`src/rtl/riscv_ctrl_pkg.sv`:
```
// Shared encodings for the multicycle RISC-V control path: FSM states,
// opcodes, and the select/operation codes driven onto the datapath.
package riscv_ctrl_pkg;

    typedef enum logic [3:0] {
        S_FETCH    = 4'd0,
        S_DECODE   = 4'd1,
        S_MEMADR   = 4'd2,
        S_MEMREAD  = 4'd3,
        S_MEMWB    = 4'd4,
        S_MEMWRITE = 4'd5,
        S_EXECR    = 4'd6,
        S_EXECI    = 4'd7,
        S_ALUWB    = 4'd8,
        S_BRANCH   = 4'd9,
        S_JALR     = 4'd10,
        S_JAL      = 4'd11,
        S_LUI      = 4'd12
    } state_t;

    localparam logic [6:0] OP_LOAD   = 7'h03;
    localparam logic [6:0] OP_IALU   = 7'h13;
    localparam logic [6:0] OP_AUIPC  = 7'h17;
    localparam logic [6:0] OP_STORE  = 7'h23;
    localparam logic [6:0] OP_RTYPE  = 7'h33;
    localparam logic [6:0] OP_LUI    = 7'h37;
    localparam logic [6:0] OP_BRANCH = 7'h63;
    localparam logic [6:0] OP_JALR   = 7'h67;
    localparam logic [6:0] OP_JAL    = 7'h6F;

    localparam logic [2:0] IMM_I = 3'b000;
    localparam logic [2:0] IMM_S = 3'b001;
    localparam logic [2:0] IMM_B = 3'b010;
    localparam logic [2:0] IMM_J = 3'b011;
    localparam logic [2:0] IMM_U = 3'b100;

    localparam logic [1:0] ALUOP_ADD    = 2'b00;
    localparam logic [1:0] ALUOP_BRANCH = 2'b01;
    localparam logic [1:0] ALUOP_FUNCT  = 2'b10;

    localparam logic [1:0] SRCA_PC    = 2'b00;
    localparam logic [1:0] SRCA_OLDPC = 2'b01;
    localparam logic [1:0] SRCA_RS1   = 2'b10;
    localparam logic [1:0] SRCA_ZERO  = 2'b11;

    localparam logic [1:0] SRCB_RS2  = 2'b00;
    localparam logic [1:0] SRCB_IMM  = 2'b01;
    localparam logic [1:0] SRCB_FOUR = 2'b10;

    localparam logic [1:0] RES_ALUOUT = 2'b00;
    localparam logic [1:0] RES_RDATA  = 2'b01;
    localparam logic [1:0] RES_ALU    = 2'b10;

    localparam logic ADR_PC     = 1'b0;
    localparam logic ADR_ALUOUT = 1'b1;

    // True for every opcode the controller knows how to sequence.
    function automatic logic is_supported(input logic [6:0] op);
        case (op)
            OP_LOAD, OP_IALU, OP_AUIPC, OP_STORE, OP_RTYPE,
            OP_LUI, OP_BRANCH, OP_JALR, OP_JAL: is_supported = 1'b1;
            default:                            is_supported = 1'b0;
        endcase
    endfunction

endpackage

```
`src/rtl/imm_src_decoder.sv`:
```
// Immediate-format select, decoded purely from the opcode so the
// immediate is valid in every state, including DECODE.
module imm_src_decoder
    import riscv_ctrl_pkg::*;
(
    input  logic [6:0] opcode,
    output logic [2:0] ImmSrc
);

    // Map opcode to immediate format; unknown opcodes fall back to I-type.
    always_comb begin
        ImmSrc = IMM_I;
        case (opcode)
            OP_STORE:          ImmSrc = IMM_S;
            OP_BRANCH:         ImmSrc = IMM_B;
            OP_JAL:            ImmSrc = IMM_J;
            OP_LUI, OP_AUIPC:  ImmSrc = IMM_U;
            default:           ImmSrc = IMM_I;
        endcase
    end

endmodule

```
`src/rtl/multicycle_controller.sv`:
```
// Multicycle RISC-V control FSM.
//
//   state    | meaning
//   FETCH    | read instruction at PC, PC <= PC+4 when memory ready
//   DECODE   | ALUOut <= OldPC+imm, dispatch on opcode
//   MEMADR   | ALUOut <= rs1+imm (load/store address)
//   MEMREAD  | read data memory, wait for MemReady
//   MEMWB    | rd <= read data
//   MEMWRITE | write data memory until MemReady
//   EXECR    | ALUOut <= rs1 op rs2
//   EXECI    | ALUOut <= rs1 op imm
//   ALUWB    | rd <= ALUOut
//   BRANCH   | compare rs1/rs2, PC <= branch target if taken
//   JALR     | ALUOut <= rs1+imm (jump target)
//   JAL      | PC <= ALUOut, ALUOut <= OldPC+4 (link value)
//   LUI      | ALUOut <= 0+imm
//
// Several outputs depend on MemReady/BranchTaken/opcode in the current
// cycle, so the datapath controls are decoded combinationally from the
// state register; the write enables are forced low while reset is high.
module multicycle_controller
    import riscv_ctrl_pkg::*;
(
    input  logic       clk,
    input  logic       reset,
    input  logic [6:0] opcode,
    input  logic       BranchTaken,
    input  logic       MemReady,
    output logic       PCWrite,
    output logic       IRWrite,
    output logic       RegWrite,
    output logic       MemWrite,
    output logic       AdrSrc,
    output logic [1:0] ResultSrc,
    output logic [1:0] ALUSrcA,
    output logic [1:0] ALUSrcB,
    output logic [1:0] ALUOp,
    output logic [2:0] ImmSrc,
    output logic       InstrDone,
    output logic       IllegalInstr
);

    state_t state;

    logic pc_we;
    logic ir_we;
    logic reg_we;
    logic mem_we;
    logic done;
    logic illegal;

    imm_src_decoder u_imm_src_decoder (
        .opcode (opcode),
        .ImmSrc (ImmSrc)
    );

    // State register and next-state logic; reset aborts any instruction.
    always_ff @(posedge clk) begin
        if (reset) begin
            state <= S_FETCH;
        end else begin
            case (state)
                S_FETCH:    if (MemReady) state <= S_DECODE;
                S_DECODE: begin
                    case (opcode)
                        OP_LOAD, OP_STORE: state <= S_MEMADR;
                        OP_RTYPE:          state <= S_EXECR;
                        OP_IALU:           state <= S_EXECI;
                        OP_BRANCH:         state <= S_BRANCH;
                        OP_JAL:            state <= S_JAL;
                        OP_JALR:           state <= S_JALR;
                        OP_LUI:            state <= S_LUI;
                        OP_AUIPC:          state <= S_ALUWB;
                        default:           state <= S_FETCH;
                    endcase
                end
                S_MEMADR:   state <= (opcode == OP_LOAD) ? S_MEMREAD : S_MEMWRITE;
                S_MEMREAD:  if (MemReady) state <= S_MEMWB;
                S_MEMWB:    state <= S_FETCH;
                S_MEMWRITE: if (MemReady) state <= S_FETCH;
                S_EXECR:    state <= S_ALUWB;
                S_EXECI:    state <= S_ALUWB;
                S_ALUWB:    state <= S_FETCH;
                S_BRANCH:   state <= S_FETCH;
                S_JALR:     state <= S_JAL;
                S_JAL:      state <= S_ALUWB;
                S_LUI:      state <= S_ALUWB;
                default:    state <= S_FETCH;
            endcase
        end
    end

    // Per-state datapath controls; anything not set stays at zero.
    always_comb begin
        pc_we     = 1'b0;
        ir_we     = 1'b0;
        reg_we    = 1'b0;
        mem_we    = 1'b0;
        done      = 1'b0;
        illegal   = 1'b0;
        AdrSrc    = ADR_PC;
        ResultSrc = RES_ALUOUT;
        ALUSrcA   = SRCA_PC;
        ALUSrcB   = SRCB_RS2;
        ALUOp     = ALUOP_ADD;
        case (state)
            S_FETCH: begin
                ALUSrcB   = SRCB_FOUR;
                ResultSrc = RES_ALU;
                pc_we     = MemReady;
                ir_we     = MemReady;
            end
            S_DECODE: begin
                ALUSrcA = SRCA_OLDPC;
                ALUSrcB = SRCB_IMM;
                illegal = ~is_supported(opcode);
            end
            S_MEMADR: begin
                ALUSrcA = SRCA_RS1;
                ALUSrcB = SRCB_IMM;
            end
            S_MEMREAD: begin
                AdrSrc = ADR_ALUOUT;
            end
            S_MEMWB: begin
                ResultSrc = RES_RDATA;
                reg_we    = 1'b1;
                done      = 1'b1;
            end
            S_MEMWRITE: begin
                AdrSrc = ADR_ALUOUT;
                mem_we = 1'b1;
                done   = MemReady;
            end
            S_EXECR: begin
                ALUSrcA = SRCA_RS1;
                ALUOp   = ALUOP_FUNCT;
            end
            S_EXECI: begin
                ALUSrcA = SRCA_RS1;
                ALUSrcB = SRCB_IMM;
                ALUOp   = ALUOP_FUNCT;
            end
            S_ALUWB: begin
                reg_we = 1'b1;
                done   = 1'b1;
            end
            S_BRANCH: begin
                ALUSrcA = SRCA_RS1;
                ALUOp   = ALUOP_BRANCH;
                pc_we   = BranchTaken;
                done    = 1'b1;
            end
            S_JALR: begin
                ALUSrcA = SRCA_RS1;
                ALUSrcB = SRCB_IMM;
            end
            S_JAL: begin
                ALUSrcA = SRCA_OLDPC;
                ALUSrcB = SRCB_FOUR;
                pc_we   = 1'b1;
            end
            S_LUI: begin
                ALUSrcA = SRCA_ZERO;
                ALUSrcB = SRCB_IMM;
            end
            default: begin
                pc_we = 1'b0;
            end
        endcase
    end

    // Write enables and pulses are suppressed during reset so an aborted
    // instruction never commits architectural state.
    assign PCWrite      = pc_we   & ~reset;
    assign IRWrite      = ir_we   & ~reset;
    assign RegWrite     = reg_we  & ~reset;
    assign MemWrite     = mem_we  & ~reset;
    assign InstrDone    = done    & ~reset;
    assign IllegalInstr = illegal & ~reset;

endmodule
```
`config.mk`:
```
export PLATFORM = sky130hd
export DESIGN_NAME = multicycle_controller
export DESIGN_NICKNAME = d
export VERILOG_FILES = /design/src/rtl/riscv_ctrl_pkg.sv /design/src/rtl/imm_src_decoder.sv /design/src/rtl/multicycle_controller.sv
export SDC_FILE = /design/constraint.sdc
export NUM_CORES = 1
export LEC_CHECK = 0
export ABC_AREA = 1
export BUFFER_PORTS_ARGS = -buffer_cell sky130_fd_sc_hd__buf_2
export CORE_MARGIN = 5
export CORE_UTILIZATION = 33
export DETAILED_ROUTE_END_ITERATION = 7
export PLACE_DENSITY = 0.56
export SYNTH_ARGS = -nofsm -noshare
export SYNTH_HDL_FRONTEND = slang
export SYNTH_HIERARCHICAL = 1
export SYNTH_SLANG_ARGS = --single-unit
```
`constraint.sdc`:
```
create_clock -name clk -period 1.7 [get_ports clk]
set_input_delay 0.34 -clock clk [delete_from_list [all_inputs] [get_ports clk]]
set_output_delay 0.34 -clock clk [all_outputs]
set_load 0.05 [all_outputs]
```
* After elaboration in Yosys (flattened, before gate mapping)
Cells that the tools add are included.
Cells by class: bitwise logic cells 8, equal/unequal tests 24, reduce and logical (&&, ||, !) cells 14, multiplexer cells 20
Operator list (number):
- one-hot mux 4 bit (8 select lines) | 1
- one-hot mux 4 bit (7 select lines) | 1
- == test 7 x 6 -> 1 bit (second input constant) | 3
- == test 7 bit (second input constant) | 3
- == test 4 bit (second input constant) | 5
- == test 4 x 3 -> 1 bit (second input constant) | 4
- == test 7 x 5 -> 1 bit (second input constant) | 2
- OR reduction 2 bit | 7
- two-way mux 4 bit | 3
- one-hot mux 2 bit (2 select lines) | 3
- one-hot mux 3 bit (4 select lines) | 1
- OR reduction 5 bit | 2
- OR reduction 9 bit | 1
- == test 4 x 2 -> 1 bit (second input constant) | 2
- == test 7 x 2 -> 1 bit (second input constant) | 1
- two-way mux 1 bit | 7
- bitwise AND 1 bit | 6
- inequality test 2 bit (second input constant) | 3
- one-hot mux 2 bit (3 select lines) | 1
- == test 4 x 1 -> 1 bit (second input constant) | 1
- zero test 4 bit | 1
- OR reduction 4 bit | 1
- two-way mux 3 bit | 1
- one-hot mux 1 bit (3 select lines) | 1
- other kinds (4) | 5
Word-level totals: output and inout port bits 18, input bits 11, word-level logic and storage cells 67, register bits 4

* Longest topological paths before layout
word-level depth 7, depth in mapped cells 9, depth with buffers taken out 9

* Cells and area by module
The synthesis kept the hierarchy.
By module, submodules not included:
- multicycle_controller | cells an instance 108, instances 1, area each 581.8 um^2, seq. area each 80.1 um^2
- imm_src_decoder | cells an instance 19, instances 1, area each 78.8 um^2, seq. area each 0.0 um^2

* Worst setup path after synthesis
Ideal clock, no wire load.
path kind flip-flop to output port, from reg state[3], to out PCWrite, path slack -0.601 ns, arrival time 1.961 ns, cell stages (with the launch flop) 7, required time 1.360 ns, buffers on the path 0, cell sequence dfxtp_1 inv_1 nor2_1 nand2_1 inv_1 nand2_1 a31oi_1
Between the ends: cells in the longest elaborated chain, start to end 3, elaborated cells on any way between the ends 5, those cells by class eq/ne: 2; mux: 1; bitwise: 1; reduce/logical: 1
RTL lines:
- start, declared | line multicycle_controller.sv:43 | state_t state;
- start signal, assigned | line multicycle_controller.sv:77 | S_MEMADR: state <= (opcode == OP_LOAD) ? S_MEMREAD : S_MEMWRITE;
- == test 4 bit / zero test 4 bit (equally long branches) | line multicycle_controller.sv:106 | case (state)
- one-hot mux 1 bit (3 select lines) (*) | line multicycle_controller.sv:106
- bitwise AND 1 bit (*) | line multicycle_controller.sv:175 | assign PCWrite = pc_we & ~reset;
- end, declared | line multicycle_controller.sv:29 | output logic PCWrite,
Mark *: on every way between the ends. The rest lies on a longest branch, timed or not.

* Worst setup path in the final report
from reg state[2], to out ALUSrcA[1]
Between the ends: cells in the longest elaborated chain, start to end 3, elaborated cells on any way between the ends 11, those cells by class eq/ne: 8; mux: 1; reduce/logical: 2
RTL lines:
- == test 4 bit, or another cell as far along | line multicycle_controller.sv:106
- OR reduction 5 bit (no line) / OR reduction 2 bit (equally long branches)
- one-hot mux 2 bit (3 select lines) (*) | line multicycle_controller.sv:106
- end, declared | line multicycle_controller.sv:35 | output logic [1:0] ALUSrcA,
Marked as above.

==> impl_metrics.env <==
export IMPL_grt_setup_unrepaired="yes"
export IMPL_layout_common_cells="37 x nand2_1, 18 x inv_1, 17 x buf_2"
export IMPL_ant_nets=0
export IMPL_cts_sinks=4
export IMPL_finalHoldViolations=0
export IMPL_cts_tree="built"
export IMPL_syn_area_um2=661
export IMPL_peakVddDrop_v=0.000273
export IMPL_antenna_cells=0
export IMPL_top_layer_used="met4"
export IMPL_routed_via_density=4.40
export IMPL_syn_nets=138
export IMPL_drc=0
export IMPL_fin_total_pwr_mw=0.479
export IMPL_layout_setup_ws_ps=-3.13
export IMPL_area_growth_pct=76.1
export IMPL_fp_coreArea_mm2=0.00194
export IMPL_slew_viol_final=0
export IMPL_reg_largest_list="state (4)"
export IMPL_antenna_found_initial=0
export IMPL_largest_reg_flops=4
export IMPL_setup_worst_path_class="flip-flop to output port"
export IMPL_wl_met1_um=1010
export IMPL_cp_end_kind="output port"
export IMPL_power_density_mw_per_mm2=411
export IMPL_finalCoreUtilization_pct=59.9
export IMPL_min_period_over_period_pct=100
export IMPL_track_usage_pct=15.1
export IMPL_tightest_slew_ps=333
export IMPL_ys_types=25
export IMPL_cts_htree_levels=1
export IMPL_die_h_um=54.7
export IMPL_finalNetCount=186
export IMPL_wl_met2_um=1020
export IMPL_netlist_instances=127
export IMPL_worstHoldStart="reset"
export IMPL_port_buffers=28
export IMPL_first_iter_violations=16
export IMPL_arrival_ps=1360
export IMPL_layout_commonest_cell="nand2_1"
export IMPL_hold_buffers=0
export IMPL_fin_crit_ps=1700
export IMPL_placed_cell_area_um2=986
export IMPL_row_count=16
export IMPL_wl_per_cell_um=10.6
export IMPL_syn_avg_cell_area_um2=5.20
export IMPL_critPathRequiredTime_ps=1360
export IMPL_drive_gt1_share_pct=53.2
export IMPL_holdPathStages=2
export IMPL_r2r_slack_ps=320
export IMPL_start_kind="flip-flop"
export IMPL_firstDrtPassIters=4
export IMPL_min_to="state[0]"
export IMPL_cts_buffer_depth=2
export IMPL_met3_length_um=79
export IMPL_grt_max_degree=11
export IMPL_leakagePower_nw=0.650
export IMPL_final_area_mm2=0.00116
export IMPL_grt_pass1_vias=819
export IMPL_r2r_end="state[0]"
export IMPL_ys_seq_area_share_pct=12.1
export IMPL_hold_path_class="input pin to flip-flop"
export IMPL_slew_headroom_pct=77.8
export IMPL_fmax_mhz=587
export IMPL_violations="setup timing"
export IMPL_cts_buffers=3
export IMPL_initial_utilization_pct=34.0
export IMPL_ios=29
export IMPL_status="finished, violations left"
export IMPL_die_width_um=54.7
export IMPL_final_setup_skew_ps=1.23
export IMPL_die_area_mm2=0.00300
export IMPL_dp_hpwl_um=1730
export IMPL_insertion_delay_ps=230
export IMPL_ys_warn_count=6
export IMPL_synth_seq_cells=4
export IMPL_reg2reg_from="state[3]"
export IMPL_root_buffer="clkbuf_4"
export IMPL_maxCapViolCount=0
export IMPL_rr_worst_depth=8
export IMPL_dr_total_vias=880
export IMPL_critPathMaxFanout=4
export IMPL_grt_pass1_wl_um=3310
export IMPL_grt_overflow=0
export IMPL_regMostFlops="state"
export IMPL_setup_viol=1
export IMPL_gp_congestion=0.874
export IMPL_routed_wl_um=2130
export IMPL_clk_pin_slew_worst_paths_ps=40
-- critical path: stages, from the launching register on --
cell and delay [ps]:
dfxtp_4 360, inv_2 120, nor2_4 60, inv_1 120, nor2_4 40, nor3_1 180
nand2_1 70, buf_4 190
-- Yosys cell counts --
master | number | area, um2
o21bai_1 | 1 | 7.51
a21oi_1 | 2 | 10.0
nor2_1 | 15 | 56.3
dfxtp_1 | 4 | 80.1
or2_1 | 1 | 6.26
nand4_1 | 3 | 18.8
inv_2 | 4 | 15.0
nor2_4 | 2 | 22.5
nand2_1 | 41 | 154
nor2_2 | 4 | 25.0
a41oi_1 | 1 | 8.76
clkdlybuf4s18_2 | 1 | 10.0
clkinv_2 | 1 | 5.00
nor3_1 | 3 | 15.0
o2111ai_1 | 1 | 8.76
inv_1 | 24 | 90.1
nor4_2 | 1 | 12.5
nand2_2 | 5 | 31.3
a21boi_0 | 1 | 7.51
o21ai_0 | 2 | 10.0
a31oi_1 | 2 | 12.5
o21ai_2 | 1 | 8.76
nand3_1 | 5 | 25.0
nand2_4 | 1 | 11.3
a21oi_2 | 1 | 8.76
-- worst max-delay path by stage --
stage              start      endpoint  slack, ps  depth (start not counted)
5_1_grt         state[0]  IllegalInstr        -50                          7
3_3_place_gp   opcode[1]  IllegalInstr        -30                          7
3_5_place_dp   opcode[1]  IllegalInstr        -50                          7
6_report        state[2]    ALUSrcA[1]         -3                          7
4_1_cts         state[0]  IllegalInstr        -20                          7
2_1_floorplan   state[3]       PCWrite       -250                          6
-- area by class of cell --
cell class / instances / area, um2
Tap cell: 27 / 33.8
Clock buffer: 3 / 22.5
Timing Repair Buffer: 44 / 322
Multi-Input combinational cell: 93 / 578
Sequential cell: 4 / 95.1
Fill cell: 192 / 778
Inverter: 29 / 113
-- where the power goes --
| group | total (mW) | switching, mW | leakage [nW] | internal [mW] |
|---|---|---|---|---|
| registers | 0.101 | 0.00673 | 0.0355 | 0.0940 |
| logic | 0.262 | 0.166 | 0.601 | 0.0952 |
| clock network | 0.116 | 0.0375 | 0.0138 | 0.0789 |
| total | 0.479 | 0.211 | 0.650 | 0.268 |
-- repair_timing --
| action | CTS | global route |
|---|---|---|
| pin swaps | 5 | 6 |
| hold endpoints to repair | 0 | 0 |
| gates resized for setup | 27 | 25 |
| gates cloned | 0 | 0 |
| buffers inserted | 1 | 1 |
| setup endpoints to repair | 11 | 10 |
-- metrics by stage --
step | worst slack (ps) | setup TNS, ps | cells | hold slack, ps
floorplan | -255 | -273 | 127 | 533
global placement | -25.0 | -25.0 | 195 | 663
detailed placement | -48.5 | -48.5 | 195 | 660
CTS | -23.7 | -23.7 | 199 | 439
global route | -53.4 | -309 | 200 | 492
finish | -3.13 | -3.13 | 200 | 480
-- routing by layer --
metal  vias up  track usage, %
li1        486               -
met1       378            20.5
met2        14            24.2
met3         2            1.09
met4         0            6.22
met5         -               0
-- cells by family after synthesis --
kind of cell,count (synthesis),share of synthesized area [%]
AND/OR/NAND/NOR,81,57.2
buffers and inverters,30,18.2
AO/OA/AOI/OAI,12,12.5
flip-flops,4,12.1
(Power assumes the default switching activity.)
